--- config.mk ---
export PLATFORM = sky130hd
export DESIGN_NAME = spi_slave_byte_if
export DESIGN_NICKNAME = d
export VERILOG_FILES = /design/src/rtl/spi_slave_byte_if.sv
export SDC_FILE = /design/constraint.sdc
export NUM_CORES = 1
export LEC_CHECK = 0
export BUFFER_PORTS_ARGS = -buffer_cell sky130_fd_sc_hd__buf_2
export CAP_MARGIN = 20
export CORE_UTILIZATION = 40
export CTS_BUF_LIST = sky130_fd_sc_hd__clkbuf_16
export DETAILED_ROUTE_END_ITERATION = 10
export PLACE_DENSITY_LB_ADDON = 0.25
export SLEW_MARGIN = 40
export SYNTH_ARGS = -nofsm -noshare
export SYNTH_HDL_FRONTEND = slang
export SYNTH_SLANG_ARGS = --single-unit
--- constraint.sdc ---
create_clock -name sysClk -period 3.4 [get_ports sysClk]
set_clock_uncertainty 0.15 [all_clocks]
set_input_delay 0.17 -clock sysClk [delete_from_list [all_inputs] [get_ports sysClk]]
set_output_delay 0.17 -clock sysClk [all_outputs]
set_load 0.02 [all_outputs]
--- src/rtl/spi_slave_byte_if.sv ---
// SPI mode-0 slave byte interface. SCLK/MOSI/CS_N are synchronised into sysClk,
// received bytes are deserialised MSB-first and strobed out, and response bytes
// are taken from a one-deep valid/ready holding register and shifted onto MISO.
module spi_slave_byte_if #(
  parameter int unsigned SYNC_STAGES  = 2,
  parameter logic [7:0]  IDLE_TX_BYTE = 8'h00
) (
  input  logic       sysClk,
  input  logic       reset,
  input  logic       spi_sclk,
  input  logic       spi_mosi,
  input  logic       spi_cs_n,
  output logic       spi_miso,
  output logic       spi_miso_oe,
  output logic [7:0] spi_byte,
  output logic       spi_input_valid,
  input  logic [7:0] tx_byte,
  input  logic       tx_valid,
  output logic       tx_ready,
  output logic       frame_active,
  output logic       frame_abort,
  output logic       tx_underrun
);

  typedef enum logic {IDLE, ACTIVE} state_t;

  logic [SYNC_STAGES-1:0] sclk_sync_q, mosi_sync_q, csn_sync_q;
  logic                   sclk_prev_q, csn_prev_q;
  logic [1:0]             settle_q;
  logic                   armed_q;
  state_t                 state_q;
  logic [2:0]             bit_cnt_q;
  logic [6:0]             rx_sr_q;
  logic [7:0]             byte_q;
  logic                   valid_q, abort_q, under_q;
  logic [6:0]             tx_sr_q;
  logic                   miso_q;
  logic [7:0]             hold_q;
  logic                   ready_q;

  logic sclk_s, mosi_s, csn_s;
  logic sclk_rise, sclk_fall, cs_fall, cs_rise;
  logic accept, load, shift;
  logic [7:0] load_byte;

  assign sclk_s    = sclk_sync_q[SYNC_STAGES-1];
  assign mosi_s    = mosi_sync_q[SYNC_STAGES-1];
  assign csn_s     = csn_sync_q[SYNC_STAGES-1];
  assign sclk_rise = sclk_s & ~sclk_prev_q;
  assign sclk_fall = ~sclk_s & sclk_prev_q;
  // A CS fall only counts once CS has been seen high after reset, so a reset
  // taken mid-frame does not fabricate a new frame start.
  assign cs_fall   = armed_q & ~csn_s & csn_prev_q;
  assign cs_rise   = csn_s & ~csn_prev_q;

  assign accept    = tx_valid & ready_q;
  assign load      = ((state_q == IDLE) & cs_fall) |
                     ((state_q == ACTIVE) & ~cs_rise & sclk_fall & (bit_cnt_q == 3'd0));
  assign shift     = (state_q == ACTIVE) & ~cs_rise & sclk_fall;
  assign load_byte = ready_q ? IDLE_TX_BYTE : hold_q;

  assign spi_miso        = miso_q;
  assign spi_miso_oe     = (state_q == ACTIVE);
  assign frame_active    = (state_q == ACTIVE);
  assign spi_byte        = byte_q;
  assign spi_input_valid = valid_q;
  assign tx_ready        = ready_q;
  assign frame_abort     = abort_q;
  assign tx_underrun     = under_q;

  // Input synchronisers plus one extra registered copy for edge detection.
  always_ff @(posedge sysClk) begin
    if (reset) begin
      sclk_sync_q <= '0;
      mosi_sync_q <= '0;
      csn_sync_q  <= '1;
      sclk_prev_q <= 1'b0;
      csn_prev_q  <= 1'b1;
    end else begin
      sclk_sync_q <= {sclk_sync_q[SYNC_STAGES-2:0], spi_sclk};
      mosi_sync_q <= {mosi_sync_q[SYNC_STAGES-2:0], spi_mosi};
      csn_sync_q  <= {csn_sync_q[SYNC_STAGES-2:0], spi_cs_n};
      sclk_prev_q <= sclk_s;
      csn_prev_q  <= csn_s;
    end
  end

  // Arm CS-fall detection once the synchroniser has flushed and shows CS high.
  always_ff @(posedge sysClk) begin
    if (reset) begin
      settle_q <= 2'd0;
      armed_q  <= 1'b0;
    end else if (settle_q != 2'(SYNC_STAGES)) begin
      settle_q <= settle_q + 2'd1;
    end else if (csn_s && csn_prev_q) begin
      armed_q  <= 1'b1;
    end
  end

  // Holding register and MISO shifter; a load uses the old holding contents.
  always_ff @(posedge sysClk) begin
    if (reset) begin
      hold_q  <= '0;
      ready_q <= 1'b1;
      tx_sr_q <= '0;
      miso_q  <= 1'b0;
      under_q <= 1'b0;
    end else begin
      under_q <= 1'b0;
      if (load && !ready_q) begin
        ready_q <= 1'b1;
      end else if (accept) begin
        hold_q  <= tx_byte;
        ready_q <= 1'b0;
      end
      if (load) begin
        tx_sr_q <= load_byte[6:0];
        miso_q  <= load_byte[7];
        under_q <= ready_q;
      end else if (shift) begin
        tx_sr_q <= {tx_sr_q[5:0], 1'b0};
        miso_q  <= tx_sr_q[6];
      end
    end
  end

  // Frame FSM and receive deserialiser; CS rise takes priority over SCLK edges.
  always_ff @(posedge sysClk) begin
    if (reset) begin
      state_q   <= IDLE;
      bit_cnt_q <= '0;
      rx_sr_q   <= '0;
      byte_q    <= '0;
      valid_q   <= 1'b0;
      abort_q   <= 1'b0;
    end else begin
      valid_q <= 1'b0;
      abort_q <= 1'b0;
      case (state_q)
        IDLE: begin
          if (cs_fall) begin
            state_q   <= ACTIVE;
            bit_cnt_q <= '0;
          end
        end
        ACTIVE: begin
          if (cs_rise) begin
            state_q   <= IDLE;
            abort_q   <= (bit_cnt_q != 3'd0);
            bit_cnt_q <= '0;
          end else if (sclk_rise) begin
            rx_sr_q   <= {rx_sr_q[5:0], mosi_s};
            bit_cnt_q <= bit_cnt_q + 3'd1;
            if (bit_cnt_q == 3'd7) begin
              byte_q  <= {rx_sr_q, mosi_s};
              valid_q <= 1'b1;
            end
          end
        end
        default: state_q <= IDLE;
      endcase
    end
  end

endmodule

# Word-level counts from Yosys, hierarchy flattened
# Cells that the tools add are included.
# W data, S select, Z words.
totals:
  ramBits: 0
  latchBits: 0
  elab_cells: 73
  rom_bits: 0
  reg_bits: 50
  memories: 0
classes:
  multipliers: 0
  n_eq_ne: 4
  n_mux: 13
  reduce_logical: 15
  order_cmp: 0
  addsub: 2
  div: 0
  shift: 0
  bitwise_logic: 21
op_table:
  columns: ["cell", "count"]
  rows:
  - ["$mux W7", 2]
  - ["$and A1 B1 Y1", 10]
  - ["$not A1 Y1", 10]
  - ["$mux W3", 3]
  - ["$mux W8", 1]
  - ["$pmux W3 S2", 1]
  - ["$reduce_and A2 Y1", 3]
  - ["$mux W1", 5]
  - ["$ne A2 B2 Y1 const B", 2]
  - ["$reduce_and A4 Y1", 1]
  - ["$reduce_or A2 Y1", 2]
  - ["$reduce_or A4 Y1", 1]
  - ["$add A3 B1 Y3 const B", 1]
  - ["$eq A3 B3 Y1 const B", 1]
  - ["$logic_not A3 Y1", 1]
  - ["$ne A3 B1 Y1 const B", 1]
  - ["$reduce_and A3 Y1", 1]
  - ["$reduce_bool A3 Y1", 1]
  - ["$reduce_or A3 Y1", 1]
  - ["$add A2 B1 Y2 const B", 1]
  - ["$logic_and A1 B1 Y1", 2]
  - ["$pmux W1 S2", 1]
  - ["$reduce_bool A2 Y1", 1]
  - ["$logic_not A1 Y1", 1]
  - ["$or A1 B1 Y1", 1]

# Depth between registers and ports, before layout
depth:
  ltp_word: 10
  depth_mapped: 7
  depth_no_buf: 6

# Worst setup path after synthesis
# OpenSTA, ideal clock, no wires.
synth_path:
  kind: "register to register"
  start: "reg state_q, in the netlist frame_active"
  end: "reg tx_sr_q[1]"
  stages_incl_launch_ff: 7
  synth_period_minus_slack_ns: 1.671
  t_arrival_ns: 1.433
  setup_ns: 0.088
  path_buffers: 2
  slack_ns: 1.729
  path_cell_list: "dfxtp_1 -> buf_6 -> inv_4 -> o311ai_4 -> buf_6 -> nor2_2 -> a311oi_2"
synth_via:
  elab_chain_cells: 5
synth_rtl:
  columns: ["element", "line_no", "text"]
  rows:
  - ["from (decl)", "31", "state_t state_q;"]
  - ["from (signal assigned)", "130", "state_q <= IDLE;"]
  - ["from (signal assigned)", "142", "state_q <= ACTIVE;"]
  - ["from (signal assigned)", "148", "state_q <= IDLE;"]
  - ["$and A1 B1 Y1 (2 in series)", "58, 59", null]
  - ["$and A1 B1 Y1", "58", "((state_q == ACTIVE) & ~cs_rise & sclk_fall & (bit_cnt_q == 3'd0));"]
  - ["$or A1 B1 Y1", "57", "assign load = ((state_q == IDLE) & cs_fall) |"]
  - ["$mux W7 / $reduce_bool A2 Y1 (equally long branches)", null, null]
  - ["to (signal assigned)", "117", "tx_sr_q <= load_byte[6:0];"]
  - ["to (signal assigned)", "121", "tx_sr_q <= {tx_sr_q[5:0], 1'b0};"]
  - ["to (decl)", "36", "logic [6:0] tx_sr_q;"]
# Parallel ways exist; a longest one is shown, timed or not.
# A chain may end at the register's enable or synchronous reset.

# Final worst setup path
layout_path:
  start: "reg csn_prev_q"
  end: "reg rx_sr_q[0]"
layout_via:
  elab_chain_cells: 4
layout_rtl:
  columns: ["element", "line_no", "text"]
  rows:
  - ["from (decl)", "28", "logic sclk_prev_q, csn_prev_q;"]
  - ["from (signal assigned)", "84", "csn_prev_q <= csn_s;"]
  - ["$not A1 Y1", "54", "assign cs_rise = csn_s & ~csn_prev_q;"]
  - ["$and A1 B1 Y1", "54", null]
  - ["$not A1 Y1 (no line)", null, null]
  - ["$reduce_and A3 Y1 (no line)", null, null]
  - ["to (signal assigned)", "152", "rx_sr_q <= {rx_sr_q[5:0], mosi_s};"]
  - ["to (decl)", "33", "logic [6:0] rx_sr_q;"]
# Every way passes these cells.

==> report_table.html <==
<table>
<tr><th>Metric</th><th>Value</th></tr>
<tr><th colspan="2">Die</th></tr>
<tr><td>Ports placed on the boundary</td><td>29</td></tr>
<tr><td>Die span in x</td><td>72.59 um</td></tr>
<tr><td>Placement row count</td><td>25</td></tr>
<tr><td>Total Die Area</td><td>0.005269 mm^2</td></tr>
<tr><td>Starting Density</td><td>roughly two fifths</td></tr>
<tr><td>Vertical die dimension</td><td>slightly above 70 um</td></tr>
<tr><td>Floorplan Core Area</td><td>0.004755 mm^2</td></tr>
<tr><th colspan="2">Timing</th></tr>
<tr><td>Accumulated negative setup slack</td><td>0 ps</td></tr>
<tr><td>Final setup violating endpoints</td><td>0</td></tr>
<tr><td>Hold Fails Final Rpt</td><td>0</td></tr>
<tr><td>Slew @ Worst Pin</td><td>~740 ps</td></tr>
<tr><td>Final Slew Violations</td><td>0</td></tr>
<tr><td>Worst slew slack as a fraction of its limit</td><td>~50%</td></tr>
<tr><td>Achievable frequency</td><td>approximately 0.53 GHz</td></tr>
<tr><td>Final Cycle Share</td><td>between 50% and 60%</td></tr>
<tr><td>Post-layout min period</td><td>roughly 1900 ps</td></tr>
<tr><td>RSZ-0062 raised after global routing</td><td>no</td></tr>
<tr><td>Post-route setup slack</td><td>around 1500 ps</td></tr>
<tr><td>Worst Hold Margin</td><td>about 4.2 ps</td></tr>
<tr><th colspan="2">Status</th></tr>
<tr><td>Result of the run</td><td>completed</td></tr>
<tr><th colspan="2">Placement</th></tr>
<tr><td>Placed wire-length estimate after detailed placement</td><td>between 2000 and 2500 um</td></tr>
<tr><td>Total of buffers placed on input and output ports</td><td>28</td></tr>
<tr><td>Routability cong.</td><td>~0.74</td></tr>
<tr><td>Area after DPL</td><td>around 0.0021 mm^2</td></tr>
<tr><td>Setup slack after placement</td><td>around 1500 ps</td></tr>
<tr><td>Placed instance count</td><td>between 200 and 300</td></tr>
<tr><th colspan="2">Yosys</th></tr>
<tr><td>Yosys warning count</td><td>0</td></tr>
<tr><td>Number of flops mapped to enable cells by yosys</td><td>0</td></tr>
<tr><td>FFs w/ async S/R, synth</td><td>0%</td></tr>
<tr><td>Main synth FF type</td><td>sky130_fd_sc_hd__dfxtp_1</td></tr>
<tr><td>Post-synthesis area per instance</td><td>approximately 9.2 um^2</td></tr>
<tr><td>Netlist area before placement</td><td>roughly 0.0020 mm^2</td></tr>
<tr><td>Post-Synthesis Net Count</td><td>between 200 and 250</td></tr>
<tr><td>Post-synthesis cell count</td><td>roughly 220</td></tr>
<tr><td>Distinct cell type count after synthesis</td><td>33</td></tr>
<tr><td>Sequential share of the synthesized area</td><td>between 50% and 60%</td></tr>
<tr><td>Flip-flop and latch count after synthesis</td><td>50</td></tr>
<tr><th colspan="2">Global routing</th></tr>
<tr><td>Vias in the first global route</td><td>around 1,300</td></tr>
<tr><td>Pin count of the biggest net entering global routing</td><td>between 50 and 60</td></tr>
<tr><td>GRT Resource Usage Total</td><td>about 14%</td></tr>
<tr><td>Number of antenna violations at the first check in global routing</td><td>0</td></tr>
<tr><td>Sum of overflow across all layers after global routing</td><td>0</td></tr>
<tr><td>First-pass GRT wire length</td><td>5865 um</td></tr>
<tr><th colspan="2">Drt</th></tr>
<tr><td>Detailed-route wire length per cell</td><td>11.26 um</td></tr>
<tr><td>Length of the first detailed-routing pass in iterations</td><td>4</td></tr>
<tr><td>Via/cell ratio</td><td>~4.7</td></tr>
<tr><td>Routed WL</td><td>about 3500 um</td></tr>
<tr><td>Post-detailed-route count of antenna-violating nets</td><td>0</td></tr>
<tr><td>Detailed Route Iter0 Violations</td><td>70</td></tr>
<tr><td>DRC violations left</td><td>0</td></tr>
<tr><td>Count of vias placed by the detailed router</td><td>around 1,500</td></tr>
<tr><th colspan="2">Clocking</th></tr>
<tr><td>Clock tree from TritonCTS</td><td>yes</td></tr>
<tr><td>Clock transition at the registers of the reported paths</td><td>about 60 ps</td></tr>
<tr><td>TritonCTS buffer count</td><td>5</td></tr>
<tr><td>Post_cts resized</td><td>0</td></tr>
<tr><td>Root buf cell</td><td>sky130_fd_sc_hd__clkbuf_16</td></tr>
<tr><td>Post-CTS Hold Buffers</td><td>10</td></tr>
<tr><td>Total setup buffers inserted after CTS</td><td>0</td></tr>
<tr><td>Maximum count of clock buffers along a single path</td><td>2</td></tr>
<tr><td>Clock latency on the worst-skew pair</td><td>about 280 ps</td></tr>
<tr><td>Sink count of the clock tree</td><td>50</td></tr>
<tr><td>H-tree levels</td><td>2</td></tr>
<tr><th colspan="2">Layout</th></tr>
<tr><td>Final core utilization</td><td>49.63%</td></tr>
<tr><td>Layout cells sized above 1</td><td>about 18%</td></tr>
<tr><td>Combined flip-flop and latch cell area</td><td>about 0.001 mm^2</td></tr>
<tr><td>Antenna diodes</td><td>0</td></tr>
<tr><td>Leading cell type in the layout, fill and taps excluded</td><td>sky130_fd_sc_hd__dfxtp_1</td></tr>
<tr><td>Non-filler cells in the finished layout</td><td>~310</td></tr>
<tr><td>Filler cell count in the final layout</td><td>between 400 and 500</td></tr>
<tr><td>Finished layout cell area</td><td>~0.0024 mm^2</td></tr>
<tr><td>Multi-input combinational cell area</td><td>around 870 um^2</td></tr>
<tr><td>Most frequent cells in the layout</td><td>50 x sky130_fd_sc_hd__dfxtp_1, 27 x sky130_fd_sc_hd__nand2_1, 27 x sky130_fd_sc_hd__buf_2, 22 x sky130_fd_sc_hd__a21oi_1, 22 x sky130_fd_sc_hd__nor2_1</td></tr>
<tr><td>Area Overhead vs Synth</td><td>18.39%</td></tr>
<tr><td>Final Net Count</td><td>between 200 and 300</td></tr>
<tr><th colspan="2">Power and ir drop</th></tr>
<tr><td>Static leakage</td><td>approximately 0.91 nW</td></tr>
<tr><td>Final Total Pwr</td><td>1.208 mW</td></tr>
<tr><td>Largest vdd supply drop</td><td>0.0002482 V</td></tr>
<tr><td>Pwr/cell area</td><td>511.9 mW/mm^2</td></tr>
<tr><th colspan="2">Job</th></tr>
<tr><td>Max cap viols</td><td>0</td></tr>
<tr><th colspan="2">Setup path</th></tr>
<tr><td>Data required time of the critical path</td><td>between 3000 and 4000 ps</td></tr>
<tr><td>Worst Path Class, Setup</td><td>flop to flop</td></tr>
<tr><td>Kind of capture point of the worst setup path</td><td>flop</td></tr>
<tr><td>Worst-path fanout max</td><td>18</td></tr>
<tr><td>Arrival time worst endpoint</td><td>~1900 ps</td></tr>
<tr><td>Kind of start point of the critical path</td><td>flop</td></tr>
<tr><th colspan="2">Min path</th></tr>
<tr><td>Class of the tightest hold or removal check</td><td>primary input to flop</td></tr>
</table>
## final timing paths
kind / start / endpoint / slack (ps) / cells after the start
worst min register to register: csn_sync_q[0] / csn_sync_q[1] / 260 / 1
worst max-delay path: csn_prev_q / rx_sr_q[0] / 1510 / 4
worst max register to register: csn_prev_q / rx_sr_q[0] / 1510 / 4
worst min-delay path: tx_byte[7] / hold_q[7] / 4 / 3
## worst max-delay path, cell delays in order, from the launching register on
cell	delay [ps]
sky130_fd_sc_hd__dfxtp_1	490
sky130_fd_sc_hd__nand2b_1	170
sky130_fd_sc_hd__and3_1	650
sky130_fd_sc_hd__mux2i_1	260
sky130_fd_sc_hd__nor2_1	50
## final cells by class
type	count	share of cell area [%]
clock buffers	5	5.302
clock inverters	3	0.5302
inverters	6	1.060
multi-input cells	144	36.85
flip-flops and latches	50	42.42
well taps	67	3.552
repair buffers	38	10.29
## where the power goes
group / internal, mW / switching [mW] / leakage [nW]
logic: 0.0533 / 0.0558 / 0.433
clock network: 0.266 / 0.194 / 0.0724
registers: 0.615 / 0.0234 / 0.407
total: 0.935 / 0.273 / 0.912
## kinds of logic (layout without fill, tap and decap cells)
family	Yosys count	in the layout	synth area share (%)
xor gates and xnor gates	1	1	0.4395
muxes	7	7	3.516
and+or+nand+nor	97	97	25.24
DFF	50	50	50.22
buffers and inverters	22	52	6.152
AOI/OAI and AO/OA	35	35	11.93
adders and majority gates	4	4	2.511
## synth_stat cells (all sizes together), types with 2 or more instances
cell type | count | area share [%]
nand3 | 17 | 4.3
o21ai | 2 | 0.50
a21oi | 22 | 5.5
inv | 6 | 1.3
nand2b | 3 | 0.94
buf | 7 | 3.2
nor2b | 7 | 2.2
dfxtp | 50 | 50
nand4b | 2 | 0.88
ha | 4 | 2.5
a311oi | 7 | 3.4
mux2i | 7 | 3.5
or2 | 4 | 1.3
clkbuf | 9 | 1.7
nor2 | 23 | 4.5
a32oi | 2 | 0.88
nand3b | 7 | 2.6
nand2 | 28 | 5.4
## layer usage
metal	share of wire [%]	GRT usage, %	vias to the layer above	routed length [um]
met1	51	19.64	668	1804
met2	45	21.50	24	1575
met5	0	0	-	0
met4	1.8	7.190	0	64
li1	-	-	788	-
met3	2.2	2.901	6	79
## state kept, by name (all words and copies together) (netlist names), 2 cells and up
| signal | count |
|---|---|
| bit_cnt_q | 3 |
| tx_sr_q | 7 |
| settle_q | 2 |
| csn_sync_q | 2 |
| spi_byte | 8 |
| mosi_sync_q | 2 |
| rx_sr_q | 7 |
| sclk_sync_q | 2 |
| hold_q | 8 |
No activity file was read; power rests on OpenSTA's default activity.
